[src/rtl/ads5296_pkg.sv]
// ---------------------------------------------------------------------------
// ads5296_pkg
// Shared types and constants for the ADS5296 ramp test-pattern checker.
//   ADS_SAMPLE_W : width of one ADC channel sample
//   ERR_CNT_W    : width of each saturating per-channel error counter
//   ramp_state_t : per-channel checker state (IDLE / SEEK / LOCKED)
//   rampNext()   : next ramp value, modulo 2^ADS_SAMPLE_W
// ---------------------------------------------------------------------------
package ads5296_pkg;

    localparam int ADS_SAMPLE_W = 10;
    localparam int ERR_CNT_W    = 16;

    typedef enum logic [1:0] {
        IDLE   = 2'd0,
        SEEK   = 2'd1,
        LOCKED = 2'd2
    } ramp_state_t;

    // The ramp wraps naturally because the sum is truncated to the sample width.
    function automatic logic [ADS_SAMPLE_W-1:0] rampNext(
        input logic [ADS_SAMPLE_W-1:0] value,
        input int unsigned             step
    );
        return value + step[ADS_SAMPLE_W-1:0];
    endfunction

endpackage

[src/rtl/ads5296_ramp_chan.sv]
// ---------------------------------------------------------------------------
// ads5296_ramp_chan
// One channel of the ramp checker: state machine, ramp predictor, run-length
// counters and a saturating error counter.
// Ports:
//   sclk, rst_n : sample clock, asynchronous active-low reset
//   i_arm       : level, 0 forces the channel into IDLE
//   i_clear     : pulse, zeroes the error counter
//   i_sample    : registered input sample for this channel
//   o_locked    : registered LOCKED flag
//   o_errCnt    : saturating count of mismatches seen while LOCKED
// ---------------------------------------------------------------------------
module ads5296_ramp_chan
    import ads5296_pkg::*;
#(
    parameter int G_STEP     = 1,
    parameter int G_LOCK_CNT = 16,
    parameter int G_LOSE_CNT = 4
) (
    input  logic                    sclk,
    input  logic                    rst_n,
    input  logic                    i_arm,
    input  logic                    i_clear,
    input  logic [ADS_SAMPLE_W-1:0] i_sample,
    output logic                    o_locked,
    output logic [ERR_CNT_W-1:0]    o_errCnt
);

    localparam logic [7:0] LOCK_CNT_V = 8'(G_LOCK_CNT);
    localparam logic [7:0] LOSE_CNT_V = 8'(G_LOSE_CNT);

    ramp_state_t             r_state;
    logic                    r_seed;
    logic [ADS_SAMPLE_W-1:0] r_exp;
    logic [7:0]              r_matchRun;
    logic [7:0]              r_missRun;
    logic [ERR_CNT_W-1:0]    r_errCnt;
    logic                    r_locked;

    ramp_state_t             w_nextState;
    logic                    w_nextSeed;
    logic [ADS_SAMPLE_W-1:0] w_nextExp;
    logic [7:0]              w_nextMatch;
    logic [7:0]              w_nextMiss;
    logic                    w_errHit;
    logic                    w_isMatch;

    // Next-state logic. Dropping arm overrides everything and parks the
    // channel in IDLE without touching the error count. The sample that
    // follows any entry into SEEK only seeds the predictor, so a stale
    // prediction can never contribute a spurious match.
    always_comb begin
        w_nextState = r_state;
        w_nextSeed  = r_seed;
        w_nextExp   = r_exp;
        w_nextMatch = r_matchRun;
        w_nextMiss  = r_missRun;
        w_errHit    = 1'b0;
        w_isMatch   = (i_sample == r_exp);

        if (!i_arm) begin
            w_nextState = IDLE;
            w_nextSeed  = 1'b0;
            w_nextExp   = '0;
            w_nextMatch = '0;
            w_nextMiss  = '0;
        end else begin
            case (r_state)
                IDLE: begin
                    w_nextState = SEEK;
                    w_nextSeed  = 1'b1;
                end
                SEEK: begin
                    w_nextExp  = rampNext(i_sample, G_STEP);
                    w_nextMiss = '0;
                    if (r_seed) begin
                        w_nextSeed  = 1'b0;
                        w_nextMatch = '0;
                    end else if (w_isMatch) begin
                        w_nextMatch = r_matchRun + 8'd1;
                        if (w_nextMatch == LOCK_CNT_V) begin
                            w_nextState = LOCKED;
                        end
                    end else begin
                        w_nextMatch = '0;
                    end
                end
                LOCKED: begin
                    if (w_isMatch) begin
                        w_nextExp  = rampNext(r_exp, G_STEP);
                        w_nextMiss = '0;
                    end else begin
                        w_errHit   = 1'b1;
                        w_nextMiss = r_missRun + 8'd1;
                        // Reseed so a single bad sample costs at most two errors.
                        w_nextExp  = rampNext(i_sample, G_STEP);
                        if (w_nextMiss == LOSE_CNT_V) begin
                            w_nextState = SEEK;
                            w_nextSeed  = 1'b1;
                            w_nextMatch = '0;
                        end
                    end
                end
                default: begin
                    w_nextState = IDLE;
                end
            endcase
        end
    end

    // State and counter registers. Clear beats a coincident error so the
    // counter always reads zero right after a clear pulse.
    always_ff @(posedge sclk or negedge rst_n) begin
        if (!rst_n) begin
            r_state    <= IDLE;
            r_seed     <= 1'b0;
            r_exp      <= '0;
            r_matchRun <= '0;
            r_missRun  <= '0;
            r_errCnt   <= '0;
            r_locked   <= 1'b0;
        end else begin
            r_state    <= w_nextState;
            r_seed     <= w_nextSeed;
            r_exp      <= w_nextExp;
            r_matchRun <= w_nextMatch;
            r_missRun  <= w_nextMiss;
            if (i_clear) begin
                r_errCnt <= '0;
            end else if (w_errHit && (r_errCnt != '1)) begin
                r_errCnt <= r_errCnt + 1'b1;
            end
            r_locked <= i_arm && (r_state == LOCKED);
        end
    end

    assign o_locked = r_locked;
    assign o_errCnt = r_errCnt;

endmodule

[config.mk]
export PLATFORM = sky130hd
export DESIGN_NAME = ads5296_ramp_chan
export DESIGN_NICKNAME = d
export VERILOG_FILES = /design/src/rtl/ads5296_pkg.sv /design/src/rtl/ads5296_ramp_chan.sv
export SDC_FILE = /design/constraint.sdc
export NUM_CORES = 1
export LEC_CHECK = 0
export BUFFER_PORTS_ARGS = -buffer_cell sky130_fd_sc_hd__buf_2
export CORE_MARGIN = 2
export CORE_UTILIZATION = 47
export CTS_BUF_LIST = sky130_fd_sc_hd__clkbuf_4 sky130_fd_sc_hd__clkbuf_8
export DETAILED_ROUTE_END_ITERATION = 10
export GPL_TIMING_DRIVEN = 0
export PLACE_DENSITY = 0.69
export SETUP_SLACK_MARGIN = 0.05
export SYNTH_ARGS = -nofsm -noshare
export SYNTH_HDL_FRONTEND = slang
export SYNTH_SLANG_ARGS = --single-unit
[constraint.sdc]
create_clock -name sclk -period 1.7 [get_ports sclk]
set_input_delay 0 -clock sclk [delete_from_list [all_inputs] [get_ports sclk]]
set_output_delay 0 -clock sclk [all_outputs]
set_load 0.005 [all_outputs]
==> impl_metrics.ini <==
[sta]
post-route-period-util = 1.114
tns_ps = -3616
layout_min_cycle_time_ps = 1894
clock_skew_ps = 13.24
whs_ps = 37.36
setup_slack_ps = -193.7
slew_viol_final = 0
worstMarginPinSlew_ps = 1041
max_slew_margin = 0.3062
final_hold_viol_count = 0
rsz0062_at_grt = yes
setup_viol = 35
fmax_mhz = 528.1

[clocking]
max-clock-path-buffers = 2
cts_tree = done
htree_levels = 2
clock_latency_ps = 310
cts.clk_slew.worst_paths_ps = 90
cts_sinks = 46
root_buffer = clkbuf_8
cts_made_buffers = 5

[setup_path]
worst_r2r_startpoint = r_exp[3]$_DFFE_PN0P_
ff2ff_path_depth = 8
reg2reg_slack_ps = -190
cpPeakStageDelay_ps = 450
crit_type = flip-flop to flip-flop
worstPathRequired_ps = 1930
r2r-end = r_exp[2]$_DFFE_PN0P_
crit_chain = xnor2_2, nand4_1, buf_6, nor4_4, buf_6, nand2_1, o22a_1, o2bb2ai_1
cp.arrival_ps = 2120
slowest_stage = dfrtp_2
crit_fanout = 5
cpMostUsedCell = buf_6
setup.worst_path.start_class = flip-flop
endpoint_kind = flip-flop

[grt]
grt.overflow.total = 0
antenna_found_initial = 0
grt_pass1_wl_mm = 12.02
grt_usage = 0.2095
first_global_vias = 2553
grt_max_degree = 47

[detailed_routing]
drt_iter0_markers = 129
routedWlPerCell_um = 15.09
routed_wl_mm = 7.243
drt-pass1-iter-count = 4
drc = 0
routed_via_density = 5.565
ant_nets = 0
vias = 2671

[min_path]
whs_path_depth = 2
min_from = i_clear
hold_class = input pin to flip-flop
hold_end = o_errCnt[11]$_DFFE_PN0P_

[synth]
synthTopCellsByArea = dfrtp_1 (39%), xnor2_1 (5.9%), nor2_1 (5.0%)
yosysWarnings = 0
yosysTopAreaCell = dfrtp_1
syn_nets = 344
avgSynthCellArea_um2 = 9.118
yosysTopAreaCellShare = 0.3897
ys_types = 50
synth_ff_type = dfrtp_1
syn_area_um2 = 2954
synth_edf_count = 0
synth_cells = 324
async_reset_ff_frac = 1.000
yosysSeqAreaShare = 0.3897
synth-seq-cells = 46

[layout]
seq_area_um2 = 1159
n_fill_cell = 496
final_area_um2 = 3887
layout-drive-gt1-share = 0.3457
finalNetCount = 424
multi_input_area_um2 = 1887
n_antenna_cell = 0
syn_to_final_growth_pct = 31.60

[floorplan]
initial_utilization = 0.4931
dieArea_um2 = 6936
boundaryPins = 31
rows = 28
die_height_um = 83.28
core_um2 = 5991
die_width_um = 83.28

[job]
cap_violations = 0

[power_and_ir_drop]
p_per_area_nw_per_um2 = 549.0
irDropWorstVdd_mv = 0.3835
p_leak_uw = 0.001649

[outcome]
violations = negative setup slack
outcome = finished, violations left

[place]
post-place-ws_ps = -262.4
gp_congestion = 0.8320
io_buffers = 29
dpl-instance-area_um2 = 3211
dpl.hpwl_mm = 4.453
critical path, delay by kind of cell, from the launching register on:
kind                   cells  cell delay, ps
XOR/XNOR                   1             190
flip-flops                 1             450
AO/OA/AOI/OAI              2             310
buffers and inverters      2             340
AND/OR/NAND/NOR            3             540
flip-flops by register name, indices dropped and copies added (netlist names):
register / cells
o_errCnt: 16
o_locked: 1
r_exp: 10
r_matchRun: 8
r_missRun: 8
r_seed: 1
r_state: 2
cell usage in the layout (no fill, tap or decap), types with 3 or more instances in the layout:
cell | synthesis | routed
dfrtp_1 | 46 | 40
nor2_1 | 39 | 37
buf_4 | 4 | 34
buf_2 | 1 | 30
nand2_1 | 29 | 27
nand3_1 | 17 | 16
inv_1 | 14 | 14
xnor2_1 | 20 | 14
o21ai_0 | 19 | 14
nand4_1 | 13 | 13
xor2_1 | 12 | 12
buf_6 | 0 | 11
a31oi_1 | 11 | 10
o21ai_1 | 7 | 9
xnor2_2 | 3 | 8
a21oi_1 | 9 | 8
and3_1 | 8 | 8
mux2i_1 | 6 | 6
clkbuf_8 | 0 | 6
dfrtp_2 | 0 | 6
and2_1 | 5 | 4
nand2b_1 | 5 | 4
nor3_1 | 6 | 4
o22ai_1 | 4 | 4
ha_1 | 6 | 4
nand2_2 | 2 | 3
nor3_2 | 1 | 3
nor4_4 | 2 | 3
o21ai_2 | 0 | 3
o2bb2ai_1 | 3 | 3
dlygate4sd3_1 | 0 | 3
Yosys cell counts, drive strengths merged, types with 2 or more instances:
library cell  instances
a21oi                10
a31oi                12
and2                  5
and3                  8
and4                  3
buf                   6
clkbuf                3
dfrtp                46
ha                    6
inv                  15
mux2i                 6
nand2                31
nand2b                5
nand3                18
nand4                15
nor2                 39
nor3                  7
nor4                  5
nor4b                 3
o21ai                26
o22a                  2
o22ai                 4
o2bb2ai               3
o31ai                 3
or3                   2
xnor2                23
xor2                 12
worst max path at each step:
stage                                        start                        end  slack [ps]  cells past startpoint
after floorplan               r_exp[2]$_DFFE_PN0P_    o_errCnt[0]$_DFFE_PN0P_          40                      7
after global placement    r_missRun[0]$_DFFE_PN0P_  r_matchRun[0]$_DFFE_PN0P_        -220                      6
after detailed placement  r_missRun[0]$_DFFE_PN0P_  r_matchRun[0]$_DFFE_PN0P_        -260                      6
after CTS                 r_missRun[1]$_DFFE_PN0P_  r_matchRun[0]$_DFFE_PN0P_        -130                      6
after global routing      r_missRun[3]$_DFFE_PN0P_  r_matchRun[0]$_DFFE_PN0P_        -270                      7
final                         r_exp[3]$_DFFE_PN0P_       r_exp[2]$_DFFE_PN0P_        -190                      8
cell type report:
| type | count | share of cell area |
|---|---|---|
| clock inverters | 1 | 0.001287 |
| well taps | 75 | 0.02414 |
| flip-flops and latches | 46 | 0.2980 |
| multi-input cells | 254 | 0.4854 |
| repair buffers | 73 | 0.1342 |
| clock buffers | 7 | 0.02317 |
| plain buffers | 9 | 0.01867 |
| inverters | 15 | 0.01513 |
what timing repair did:
item | 4_1_cts | 5_1_grt
cloned | 2 | 1
endpoints found under the hold margin | 49 | 0
resized for setup | 30 | 36
hold buffers | 3 | 0
pin swaps | 21 | 26
buffers inserted | 24 | 15
endpoints found under the setup margin | 44 | 44
layer usage:
metal  wire, um  vias up  track usage  share of wire
li1           -     1314            -              -
met5          0        -            0              0
met3        274        7      0.03181          0.038
met4         76        0      0.06408          0.010
met2       3698       56       0.3534           0.51
met1       3193     1294       0.2774           0.44
metrics by stage:
step	total power (uW)	utilization	cells
global placement	1350	0.5359	428
finish	2134	0.6489	480
floorplan	1272	-	324
detailed placement	1353	0.5359	428
CTS	2106	0.6074	465
global route	2216	0.6489	480
report_power, final:
part	switching [uW]	leakage [uW]	internal (uW)	total, uW
Combinational	152	0.000974	119	270
Clock	384	0.0000517	345	729
Sequential	24.2	0.000623	1110	1140
Total	560	0.00165	1570	2130
cells by family (layout without fill, tap and decap cells):
kind of cell | after synthesis | after routing | synth area share
simple gates | 145 | 145 | 0.2838
compound gates | 62 | 62 | 0.1334
flops | 46 | 46 | 0.3897
xor+xnor | 35 | 35 | 0.1114
buf+inv | 24 | 105 | 0.03600
fa+ha+maj | 6 | 6 | 0.02541
mux | 6 | 6 | 0.02033
(Power assumes the default switching activity.)
